[src/rtl/rtc_write_sequencer.sv]
// rtc_write_sequencer
// Walks the RTC register map (0x21..0x28, 0x41..0x43). Each register slot gets
// an address phase and then a data phase with a write strobe, and each phase is
// held for HOLD cycles. The write bytes come from the settings bank, which the
// slot index selects. bus_own tells the read sequencer to release the shared bus.
// All outputs are registered. Each one is computed from the next-state values,
// so it lines up with the state it describes.

module rtc_write_sequencer #(
  parameter logic [11:0] HOLD = 12'h04A
) (
  input  logic       clk,
  input  logic       reset,
  input  logic       escribe,
  input  logic [7:0] data_in,
  output logic [3:0] slot,
  output logic [7:0] address,
  output logic [7:0] data_out,
  output logic       wr_en,
  output logic       bus_own,
  output logic       busy,
  output logic       done
);

  typedef enum logic [1:0] {
    ST_IDLE = 2'd0,
    ST_ADDR = 2'd1,
    ST_DATA = 2'd2,
    ST_DONE = 2'd3
  } state_t;

  localparam logic [3:0] LAST_SLOT = 4'd10;

  // Maps a slot to its RTC register. Slots that cannot be reached map to 8'h00.
  function automatic logic [7:0] slot_to_addr(input logic [3:0] s);
    logic [7:0] a;
    case (s)
      4'd0:    a = 8'h21;
      4'd1:    a = 8'h22;
      4'd2:    a = 8'h23;
      4'd3:    a = 8'h24;
      4'd4:    a = 8'h25;
      4'd5:    a = 8'h26;
      4'd6:    a = 8'h27;
      4'd7:    a = 8'h28;
      4'd8:    a = 8'h41;
      4'd9:    a = 8'h42;
      4'd10:   a = 8'h43;
      default: a = 8'h00;
    endcase
    return a;
  endfunction

  state_t      state_r;
  state_t      state_nxt_s;
  logic [11:0] cnt_r;
  logic [11:0] cnt_nxt_s;
  logic [3:0]  slot_r;
  logic [3:0]  slot_nxt_s;
  logic        escribe_q_r;
  logic        start_s;
  logic        active_nxt_s;
  logic [7:0]  data_nxt_s;
  logic [7:0]  address_r;
  logic [7:0]  data_out_r;
  logic        wr_en_r;
  logic        bus_own_r;
  logic        busy_r;
  logic        done_r;

  assign start_s      = escribe & ~escribe_q_r;
  assign active_nxt_s = (state_nxt_s == ST_ADDR) || (state_nxt_s == ST_DATA);

  // Next-state logic for the phase machine. It covers the counter, the slot
  // and the byte being driven.
  always_comb begin
    state_nxt_s = state_r;
    cnt_nxt_s   = cnt_r;
    slot_nxt_s  = slot_r;
    data_nxt_s  = data_out_r;
    case (state_r)
      ST_IDLE: begin
        slot_nxt_s = 4'd0;
        data_nxt_s = 8'h00;
        if (start_s) begin
          state_nxt_s = ST_ADDR;
          cnt_nxt_s   = 12'd1;
        end else begin
          cnt_nxt_s   = 12'd0;
        end
      end
      ST_ADDR: begin
        if (slot_r > LAST_SLOT) begin
          state_nxt_s = ST_IDLE;
          cnt_nxt_s   = 12'd0;
          slot_nxt_s  = 4'd0;
          data_nxt_s  = 8'h00;
        end else if (cnt_r >= HOLD) begin
          // The settings bank already presents this slot's byte, so capture it now.
          state_nxt_s = ST_DATA;
          cnt_nxt_s   = 12'd1;
          data_nxt_s  = data_in;
        end else begin
          cnt_nxt_s   = cnt_r + 12'd1;
          data_nxt_s  = 8'h00;
        end
      end
      ST_DATA: begin
        if (slot_r > LAST_SLOT) begin
          state_nxt_s = ST_IDLE;
          cnt_nxt_s   = 12'd0;
          slot_nxt_s  = 4'd0;
          data_nxt_s  = 8'h00;
        end else if (cnt_r >= HOLD) begin
          data_nxt_s = 8'h00;
          if (slot_r < LAST_SLOT) begin
            state_nxt_s = ST_ADDR;
            cnt_nxt_s   = 12'd1;
            slot_nxt_s  = slot_r + 4'd1;
          end else begin
            state_nxt_s = ST_DONE;
            cnt_nxt_s   = 12'd0;
          end
        end else begin
          cnt_nxt_s = cnt_r + 12'd1;
        end
      end
      ST_DONE: begin
        state_nxt_s = ST_IDLE;
        cnt_nxt_s   = 12'd0;
        slot_nxt_s  = 4'd0;
        data_nxt_s  = 8'h00;
      end
      default: begin
        state_nxt_s = ST_IDLE;
        cnt_nxt_s   = 12'd0;
        slot_nxt_s  = 4'd0;
        data_nxt_s  = 8'h00;
      end
    endcase
  end

  // State, counter and edge-detect registers. Reset aborts a sequence outright.
  always_ff @(posedge clk) begin
    if (!reset) begin
      state_r     <= ST_IDLE;
      cnt_r       <= 12'd0;
      slot_r      <= 4'd0;
      escribe_q_r <= 1'b0;
    end else begin
      state_r     <= state_nxt_s;
      cnt_r       <= cnt_nxt_s;
      slot_r      <= slot_nxt_s;
      escribe_q_r <= escribe;
    end
  end

  // Output registers, loaded from the next state so they change together with it.
  always_ff @(posedge clk) begin
    if (!reset) begin
      address_r  <= 8'h00;
      data_out_r <= 8'h00;
      wr_en_r    <= 1'b0;
      bus_own_r  <= 1'b0;
      busy_r     <= 1'b0;
      done_r     <= 1'b0;
    end else begin
      address_r  <= active_nxt_s ? slot_to_addr(slot_nxt_s) : 8'h00;
      data_out_r <= (state_nxt_s == ST_DATA) ? data_nxt_s : 8'h00;
      wr_en_r    <= (state_nxt_s == ST_DATA);
      bus_own_r  <= active_nxt_s;
      busy_r     <= (state_nxt_s != ST_IDLE);
      done_r     <= (state_nxt_s == ST_DONE);
    end
  end

  assign slot     = slot_r;
  assign address  = address_r;
  assign data_out = data_out_r;
  assign wr_en    = wr_en_r;
  assign bus_own  = bus_own_r;
  assign busy     = busy_r;
  assign done     = done_r;

endmodule

[config.mk]
export PLATFORM = sky130hd
export DESIGN_NAME = rtc_write_sequencer
export DESIGN_NICKNAME = d
export VERILOG_FILES = /design/src/rtl/rtc_write_sequencer.sv
export SDC_FILE = /design/constraint.sdc
export NUM_CORES = 1
export LEC_CHECK = 0
export ABC_AREA = 1
export CAP_MARGIN = 20
export CORE_ASPECT_RATIO = 0.75
export CORE_MARGIN = 3
export CORE_UTILIZATION = 30
export DETAILED_ROUTE_END_ITERATION = 12
export PLACE_DENSITY_LB_ADDON = 0.3
export SYNTH_ARGS = -nofsm -noshare
export SYNTH_HDL_FRONTEND = slang
export SYNTH_SLANG_ARGS = --single-unit
[constraint.sdc]
create_clock -name clk -period 2.75 [get_ports clk]
set_clock_uncertainty 0.1 [all_clocks]
set_input_delay 0.4125 -clock clk [delete_from_list [all_inputs] [get_ports clk]]
set_output_delay 0.4125 -clock clk [all_outputs]
set_load 0.1 [all_outputs]
; ---- Word-level counts from Yosys, hierarchy flattened
; Memory sizes are Yosys's and may differ from the RTL's. A register that Yosys moved wholly into a read port is not among the register bits.
; Cells that the tools add are included.
[classes]
n_addsub = 2
n_lt_le_gt_ge = 3
eq_ne = 7
mux = 24
bitwise = 2
reduce_logical = 7
[op_table]
columns = op, n
row1 = 2-to-1 mux 12 bit, 4
row2 = case mux 12 bit (4 select lines), 1
row3 = 2-to-1 mux 8 bit, 4
row4 = case mux 8 bit (3 select lines), 1
row5 = 2-to-1 mux 4 bit, 4
row6 = adder 12 x 1 -> 12 bit (second input constant), 1
row7 = greater-or-equal comparator 12 x 7 -> 1 bit (second input constant), 1
row8 = 2-to-1 mux 2 bit, 6
row9 = case mux 4 bit (3 select lines), 1
row10 = == test 2 bit (second input constant), 4
row11 = case mux 2 bit (4 select lines), 1
row12 = adder 4 x 1 -> 4 bit (second input constant), 1
row13 = == test 2 x 1 -> 1 bit (second input constant), 2
row14 = greater-than comparator 4 bit (second input constant), 1
row15 = < comparator 4 bit (second input constant), 1
row16 = AND reduction 2 bit, 2
row17 = inequality test 3 bit (second input constant), 1
row18 = zero test 2 bit, 1
row19 = 2-to-1 mux 1 bit, 2
row20 = nonzero test 2 bit, 1
row21 = OR reduction 2 bit, 1
row22 = AND 1 bit, 1
row23 = zero test 1 bit, 1
row24 = logical OR 1 bit, 1
row25 = NOT 1 bit, 1
[word_totals]
register_bits = 39
romBits = 96
in_bits = 11
output_inout_bits = 24
wordCells = 56
memories = 1
[mem_list]
columns = memory, depth, width, read_ports, rd_clocked_by_memory_dff, write_ports, line_no
row1 = (name not given), 16, 6, 1, 1, 0, 37  ; case (s)

; ---- Logic depth before layout (Yosys ltp)
; Gate-level depths: netlist of run 1.
[depth]
ltp_word = 9
ltp_mapped = 19
depth_no_buf = 18

; ---- Worst setup path after synthesis of run 1
; Ideal clock, no wire load.
[synth_path]
path_type = register to register
from = register slot_r[0] (netlist: slot[0])
to = register address_r[3] (netlist: address[3])
setup_time_ns = 0.062
arrival_ns = 2.935
setup_slack_ns = -0.347
stages_incl_launch_ff = 16
n_path_buf = 0
period_less_slack_ns = 3.097
cell_sequence = dfxtp_1 inv_1 ha_1 nand2_2 nand3_4 nand2_4 inv_2 o22ai_1 nand2_1 inv_1 ha_1 nor2_1 inv_1 nor2_8 nand3_2 nor2_2
[synth_between]
word_cells_on_any_way = 18
cone_classes = 1 x add/sub / 2 x order compare / 2 x eq/ne / 10 x mux / 3 x reduce/logical
[synth_rtl]
columns = element, line_no
row1 = start: declaration, 58  ; logic [3:0] slot_r;
row2 = start signal: assignment, 153  ; slot_r <= slot_nxt_s;
row3 = greater-than comparator 4 bit *, "93, 109"
row4 = 2-to-1 mux 2 bit (on tied branches), "109, 93"
row5 = case mux 2 bit (4 select lines) *, 81  ; case (state_r)
row6 = net state_nxt_s[0], 55  ; state_t state_nxt_s;
row7 = == test 2 x 1 -> 1 bit / == test 2 bit (equally long branches), 72  ; assign active_nxt_s = (state_nxt_s == ST_ADDR) || (state_nxt_s == ST_DATA);
row8 = logical OR 1 bit *, 72
row9 = AND reduction 2 bit (no line) *, --
row10 = zero test 1 bit (no line) *, --
row11 = end: declaration, 64  ; logic [7:0] address_r;
; The timed path passes the listed nets; every way through them passes the cells marked *.
; A chain may end at the register's enable or synchronous reset.

; ---- Final worst setup path of run 1
[layout_path]
from = register cnt_r[0]
to = register address_r[3] (netlist: address[3])
[layout_between]
elab_chain_cells = 8
word_cells_on_any_way = 14
cone_classes = 1 x order compare / 2 x eq/ne / 8 x mux / 3 x reduce/logical
[layout_rtl]
columns = element, line_no
row1 = start: declaration, 56  ; logic [11:0] cnt_r;
row2 = start signal: assignment, 152  ; cnt_r <= cnt_nxt_s;
row3 = greater-or-equal comparator 12 x 7 -> 1 bit *, "98, 114"
row4 = 2-to-1 mux 2 bit (on tied branches), "114, 98"
row5 = 2-to-1 mux 2 bit (on tied branches), "109, 93"
row6 = case mux 2 bit (4 select lines) *, 81
row7 = net state_nxt_s[0], 55
row8 = == test 2 x 1 -> 1 bit / == test 2 bit (equally long branches), 72
row9 = logical OR 1 bit *, 72
row10 = AND reduction 2 bit (no line) *, --
row11 = zero test 1 bit (no line) *, --
; Marked as above.

==> results.txt, run 1 <==
----------------------------------------------------
[Yosys]
  Share of the synthesized area in compound gates (AO/OA/AOI/OAI) ... 6.195%
  Fraction of synthesized area in multiplexers ... 0%
  Gate count after technology mapping ... approximately 210
  Synth top area cells ... dfxtp_1, nand2_1, ha_1, nor2_1, inv_1
  YS warnings ... 0
  Fraction of the mapped netlist area in adder cells ... between 6 and 7%
  Largest area contributor in the netlist ... dfxtp_1
  Syn Area/Cell ... 8.136 um^2
  Proportion of netlist area held by the largest area contributor ... 43.15%
  XOR/XNOR Fraction of Synth Area ... 2.041%
  Number of library cell types mapped by synthesis ... 31
  Dominant combinational cell family by area after synthesis ... simple AND/OR/NAND/NOR gates
  Register area share after synthesis ... 43.15%
  Simple logic cell fraction of the synthesized area ... between 30% and 40%
  Post-synthesis instance area ... 1717 um^2
  FF+latch count, synth ... 37

[Detailed routing]
  DR vias/cell ... 4.172
  Final routed wirelength across all metal layers ... 3.371 mm
  1st-pass router iterations ... 4
  Number of nets with antenna violations after detailed routing ... 0
  Vias ... around 1.4k
  Routed WL per cell ... 10.18 um
  Post-detailed-route DRC marker count ... 0
  DRC violation total after the first TritonRoute iteration ... 53

[Critical path]
  Crit Reg-Reg Startpoint ... cnt_r[0]
  Element type at the critical path end ... flip-flop
  Crit path required time ... around 2.9 ns
  Arrival time of the worst setup path ... 2.59 ns
  Largest fanout on the critical path ... 10
  Worst setup slack for register-to-register paths ... 0.29 ns
  Reg2Reg Capture Point ... address[3]
  Startpoint type of the worst setup path ... flip-flop
  Critical path class ... flip-flop to flip-flop
  Length in cells of the worst reg-to-reg path ... 18

[Layout]
  Most common cell after layout, fill and taps aside ... nand2_1
  Syn-to-layout area delta ... 29.30%
  Non-filler cells in the finished layout ... 331
  Layout Utilization ... 40.81%
  N_diodes ... 0
  Highest-count cells in the layout ignoring fill and taps ... nand2_1, dfxtp_1, buf_4, nor2_1, inv_1
  Fraction of layout cells with a size suffix above 1 ... 26.56%
  Net total in the final layout ... 275

[Hold path]
  Worst hold start ... data_out[4]
  Number of cells on the worst hold path ... 2
  Hold-critical path endpoint ... data_out[4]
  Worst min path class ... flip-flop to flip-flop

[Floorplan]
  Die Height ... 71.51 um
  # rows ... 23
  Initial core utilization ... 31.56%
  Number of I/O pins ... 35
  Area of the die ... 6675 um^2
  Horizontal extent of the die ... 93.35 um
  Std-Cell Core Area ... approximately 5400 um^2

[Place]
  HPWL reported at the end of detailed placement ... around 2.6 mm
  Final weighted congestion of routability-driven global placement ... 0.8570
  Placed cells ... 323
  Port-buffer cells ... 32

[Clock tree]
  Maximum level of the CTS H-tree ... 2
  Longest Clk Path Bufs ... 2
  Worst-path clk slew ... 0.07 ns
  Clk sink count ... 37
  Post-CTS setup repair buffer count ... 0
  Clock root cell ... clkbuf_8
  Worst-Skew Late Latency ... 0.29 ns
  Clock tree from TritonCTS ... done
  Cts bufs inserted ... 5

[Power and ir drop]
  Total Power ... 0.001169 W
  Areal power density over the cells ... between 500 and 600 nW/um^2
  Worst-case vdd ir drop ... 0.0001793 V
  Leakage Power ... 1.042 nW

[Global route]
  Overall track demand over capacity in global routing ... between 10 and 15%
  Pin count of the biggest net entering global routing ... 12
  GRT overflow ... 0
  Number of antenna violations at the first check in global routing ... 0
  Wire length of the first global-routing pass ... just over 6 mm
  Number of global-route vias before repair ... about 1.3k

[STA]
  Number of max-slew violations in the final report ... 0
  Timing-limited maximum frequency ... ~410 MHz
  Min Clock Period, post-route ... 2.457 ns
  Setup repair after global routing missed its margin ... false
  Setup violations, final ... 0
  Total negative setup slack ... 0 ns
  Final worst-path cycle share ... 89.36%
  Final Hold Fails ... 0

[Run]
  Number of maximum-capacitance violations ... 0

[Outcome]
  Outcome ... finished, final reports clean

----------------------------------------------------
## worst max-delay path by stage
stage | from | endpoint | depth (start not counted)
after floorplan | slot[0] | address[3] | 15
after global placement | escribe | address[3] | 12
after CTS | cnt_r[0] | address[3] | 17
after detailed placement | cnt_r[0] | address[3] | 17
final | cnt_r[0] | address[3] | 18
after global routing | cnt_r[0] | address[2] | 18
## flip-flops by register name, summed over array words and instances (netlist names)
register and count:
bus_own 1, done 1, address 6, cnt_r 12, data_out 8, busy 1
wr_en 1, slot 4, state_r 2, escribe_q_r 1
## report_power, final
group / switching (W) / total (W) / internal [W]
clock: 0.000187 / 0.000482 / 0.000296
combinational: 0.0000927 / 0.000131 / 0.0000383
sequential: 0.00000672 / 0.000555 / 0.000549
## area by class of cell
| class | instances | area, um^2 |
|---|---|---|
| fill | 543 | 3219 |
| clock inverter | 1 | 30.03 |
| sequential | 37 | 745.7 |
| timing repair buffer | 34 | 280.3 |
| tap | 75 | 93.84 |
| clock buffer | 7 | 86.33 |
| inverter | 27 | 101.3 |
| multi-input combinational | 150 | 882.1 |
## Yosys cell counts, drive strengths merged
| library cell | count |
|---|---|
| nand2 | 59 |
| dfxtp | 37 |
| nor2 | 28 |
| inv | 27 |
| nand3 | 16 |
| a21oi | 13 |
| ha | 9 |
| o21ai | 4 |
| buf | 3 |
| nor3 | 3 |
| xor2 | 3 |
| nand3b | 2 |
| a21boi | 1 |
| conb | 1 |
| nand4 | 1 |
| nor3b | 1 |
| nor4 | 1 |
| o22ai | 1 |
| xnor2 | 1 |
## routing by layer
metal	up-vias	GRT usage, %	part of all wire [%]
met5	-	0	0
met4	0	3.415	0.86
met3	5	3.987	5.3
met2	25	16.40	41
met1	614	15.99	53
li1	737	-	-
## kinds of logic after synthesis
logic type | Yosys count
compound gates | 19
xor+xnor | 4
fa+ha+maj | 9
buf+inv | 30
flops | 37
other cells | 1
simple gates | 111
## repair_timing
item	CTS	global route
gates resized for setup	0	2
hold endpoints to repair	0	0
endpoints found under the setup margin	0	2
hold buffers	0	0
## worst max-delay path, cell delays in order (launching register included)
cell     delay (ns)
dfxtp_1        0.37
inv_1          0.06
ha_1           0.18
nor2_1         0.09
nand2_1        0.05
nand2_1        0.05
nand2_1        0.05
nand2_1        0.11
nand2_4        0.11
nor2_1         0.13
o22ai_2        0.08
nand2_1        0.09
inv_1          0.06
ha_1           0.28
nor2_1         0.15
inv_1          0.12
nor2_8         0.13
nand3_2        0.08
nor2_2         0.10
## metrics by stage
stage | cell area (um^2) | setup slack [ns] | hold WS (ns)
finish | 2220 | 0.2927 | 0.3668
CTS | 2208 | 0.2470 | 0.3712
global placement | 2092 | 0.3338 | 0.3535
global route | 2220 | 0.009303 | 0.4003
detailed placement | 2092 | 0.2807 | 0.3586
floorplan | 1744 | 0.04873 | 0.3946
Power figures use the tool's default switching activity.
==> inputs of run 2 (changes only) <==
DONT_BUFFER_PORTS = 1   (was unset)
==> results.txt, run 2 (same netlist as run 1, synthesis figures left out) <==
----------------------------------------------------
[Power and ir drop]
  Register share of total power ... 51.2% (+3.7 points)
  Fraction of power spent switching nets ... 25.78% (+1.3 points)
  Leakage Power ... 0.8985 nW (-14%)
  Clk pwr share ... 42.9% (+1.6 points)
  Worst-case vdd ir drop ... 0.0001859 V (+3.7%)
  Areal power density over the cells ... 588.2 nW/um^2 (+12%)
  Logic gate share of total power ... 5.9% (-5.3 points)
  NetSw ... 0.0002998 W (+4.7%)
  Cell Int Power ... 0.0008630 W (-2.2%)
  Total Power ... 0.001163 W (-0.52%)

[STA]
  Setup violations, final ... 0 (unchanged)
  Final Hold Fails ... 0 (unchanged)
  Actual transition at the worst max-transition pin ... 0.9769 ns
  Final setup slack of the worst path ... 0.3016 ns (+0.008906 ns)
  Timing-limited maximum frequency ... 408.4 MHz (+0.36%)
  Worst-case headroom to the max-slew limit ... 34.79%
  Number of max-slew violations in the final report ... 0 (unchanged)
  Setup repair after global routing missed its margin ... false
  Min Clock Period, post-route ... 2.448 ns (-0.008906 ns)
  Final worst-path cycle share ... 89.03% (-0.32 points)
  Total negative setup slack ... 0 ns (unchanged)

[Global route]
  Wire length of the first global-routing pass ... 5.816 mm (-3.7%)
  GRT overflow ... 0 (unchanged)
  Overall track demand over capacity in global routing ... 11.26% (-0.12 points)
  Number of antenna violations at the first check in global routing ... 0 (unchanged)
  Pin count of the biggest net entering global routing ... 15 (+3)
  Number of global-route vias before repair ... 1214 (-8.2%)

[Layout]
  Non-filler cells in the finished layout ... 302 (-8.8%)
  Largest register FFs ... 12 (unchanged)
  Highest-count cells in the layout ignoring fill and taps ... nand2_1, dfxtp_1, inv_1, nor2_1, nand3_1
  Syn-to-layout area delta ... 15.16%
  Fraction of layout cells with a size suffix above 1 ... 22.03% (-4.5 points)
  Net total in the final layout ... 246 (-11%)
  N_diodes ... 0 (unchanged)
  Most common cell after layout, fill and taps aside ... nand2_1
  Top register by number of flip-flops ... cnt_r
  Layout Utilization ... 36.35% (-4.5 points)

[Place]
  Port-buffer cells ... 0 (-100%)
  Placed cells ... 294 (-9.0%)
  Worst slack after detailed placement ... 0.2387 ns (-0.04196 ns)
  HPWL reported at the end of detailed placement ... 2.617 mm (+2.4%)
  Final weighted congestion of routability-driven global placement ... 0.8726 (+1.8%)

[Critical path]
  Critical path class ... flip-flop to flip-flop
  Biggest cell delay along the critical path ... 0.38 ns (about the same)
  Number of gates on the worst path with buffers counted ... 17 (-1)
  Length in cells of the worst reg-to-reg path ... 17 (-1)
  Worst setup slack for register-to-register paths ... 0.30 ns (about the same)
  Critical path's most frequent cell ... nand2_1
  Crit. Startpoint ... cnt_r[0]
  Largest fanout on the critical path ... 14 (+4)
  Element type at the critical path end ... flip-flop
  Category of cells accounting for the largest share of critical-path delay ... simple AND/OR/NAND/NOR gates
  Buffers and inverters on the worst path ... 3 (unchanged)
  Crit Reg-Reg Startpoint ... cnt_r[0]
  Arrival time of the worst setup path ... 2.58 ns (about the same)
  CP max stage cell ... dfxtp_1
  Reg2Reg Capture Point ... address[3]
  Ordered list of cells on the worst path ... inv_1 > ha_1 > nor2_1 > nand2_1 > nand2_1 > nand2_1 > nand2_1 > nand2_4 > o22ai_1 > nand2_1 > inv_1 > ha_1 > nor2_2 > inv_1 > nor2_8 > nand3_2 > nor2_2
  Crit path required time ... 2.88 ns (about the same)
  Capture point of the worst path ... address[3]
  Startpoint type of the worst setup path ... flip-flop

[Outcome]
  Outcome ... finished, final reports clean

[Floorplan]
  # rows ... 23 (unchanged)
  Initial core utilization ... 31.56% (unchanged)
  Die Height ... 71.51 um (unchanged)
  Number of I/O pins ... 35 (unchanged)
  Horizontal extent of the die ... 93.35 um (unchanged)
  Area of the die ... 6675 um^2 (unchanged)
  Std-Cell Core Area ... 5439 um^2 (unchanged)

[Clock tree]
  Worst-Skew Late Latency ... 0.29 ns (about the same)
  Clk sink count ... 37 (unchanged)
  Clock tree from TritonCTS ... done
  Post-CTS setup repair buffer count ... 0 (unchanged)
  Clock root cell ... clkbuf_8
  Longest Clk Path Bufs ... 2 (unchanged)
  Worst-path clk slew ... 0.08 ns (about the same)
  Maximum level of the CTS H-tree ... 2 (unchanged)
  Cts bufs inserted ... 5 (unchanged)

[Detailed routing]
  Post-detailed-route DRC marker count ... 0 (unchanged)
  Vias ... 1290 (-6.6%)
  1st-pass router iterations ... 4 (unchanged)
  Routed WL per cell ... 11.27 um (+11%)
  Final routed wirelength across all metal layers ... 3.405 mm (+1.0%)
  DRC violation total after the first TritonRoute iteration ... 53 (unchanged)
  Number of nets with antenna violations after detailed routing ... 0 (unchanged)
  DR vias/cell ... 4.272 (+2.4%)

[Hold path]
  Worst min path class ... input port to flip-flop

[Run]
  Number of maximum-capacitance violations ... 0 (unchanged)

----------------------------------------------------
## run 2: worst min path at each step
stage / from / endpoint / slack, ns / cells past startpoint
2_1_floorplan: cnt_r[6] / cnt_r[6] / 0.39 / 2
3_3_place_gp: escribe / escribe_q_r / 0.41 / 2
3_5_place_dp: escribe / escribe_q_r / 0.42 / 2
4_1_cts: reset / done / 0.11 / 2
5_1_grt: reset / done / 0.11 / 2
6_report: reset / done / 0.11 / 2
## run 2: power by group through the flow
stage                     clock, W  sequential [W]  combinational, W
after floorplan                  0        0.000607         0.0000577
after global placement           0        0.000608         0.0000686
after detailed placement         0        0.000608         0.0000675
after CTS                 0.000512        0.000596         0.0000679
after global routing      0.000538        0.000596         0.0000773
final                     0.000498        0.000596         0.0000688
## run 2: metal layers
layer	vias to the layer above	routed length [um]	track usage, %
met5	-	0	0
met3	4	235	4.617
met2	31	1299	14.26
met1	573	1831	16.62
met4	0	38	4.390
li1	682	-	-
## run 2: through the flow
step	hold slack [ns]	area [um^2]
after floorplan	0.3946	1744
after CTS	0.1077	1969
final	0.1123	1977
after detailed placement	0.4185	1849
after global routing	0.1079	1977
after global placement	0.4085	1849
## run 2: what timing repair did
| action | CTS | global route |
|---|---|---|
| hold endpoints to repair | 0 | 0 |
| setup endpoints to repair | 0 | 3 |
| gates resized for setup | 0 | 2 |
| hold buffers | 0 | 0 |
## run 2: area by class of cell
cell class              count  area, um^2
fillers                   555        3462
inverters                  27       101.3
clock buffers               6       82.58
repair buffers              5       37.54
clock inverters             2       37.54
well taps                  75       93.84
flip-flops and latches     37       745.7
multi-input cells         150       878.3
==> inputs of run 3 (changes only) <==
CAP_MARGIN = unset   (was 20)
==> results of run 3 <==
Final layout, timing and power as in run 2 (identical DEF).
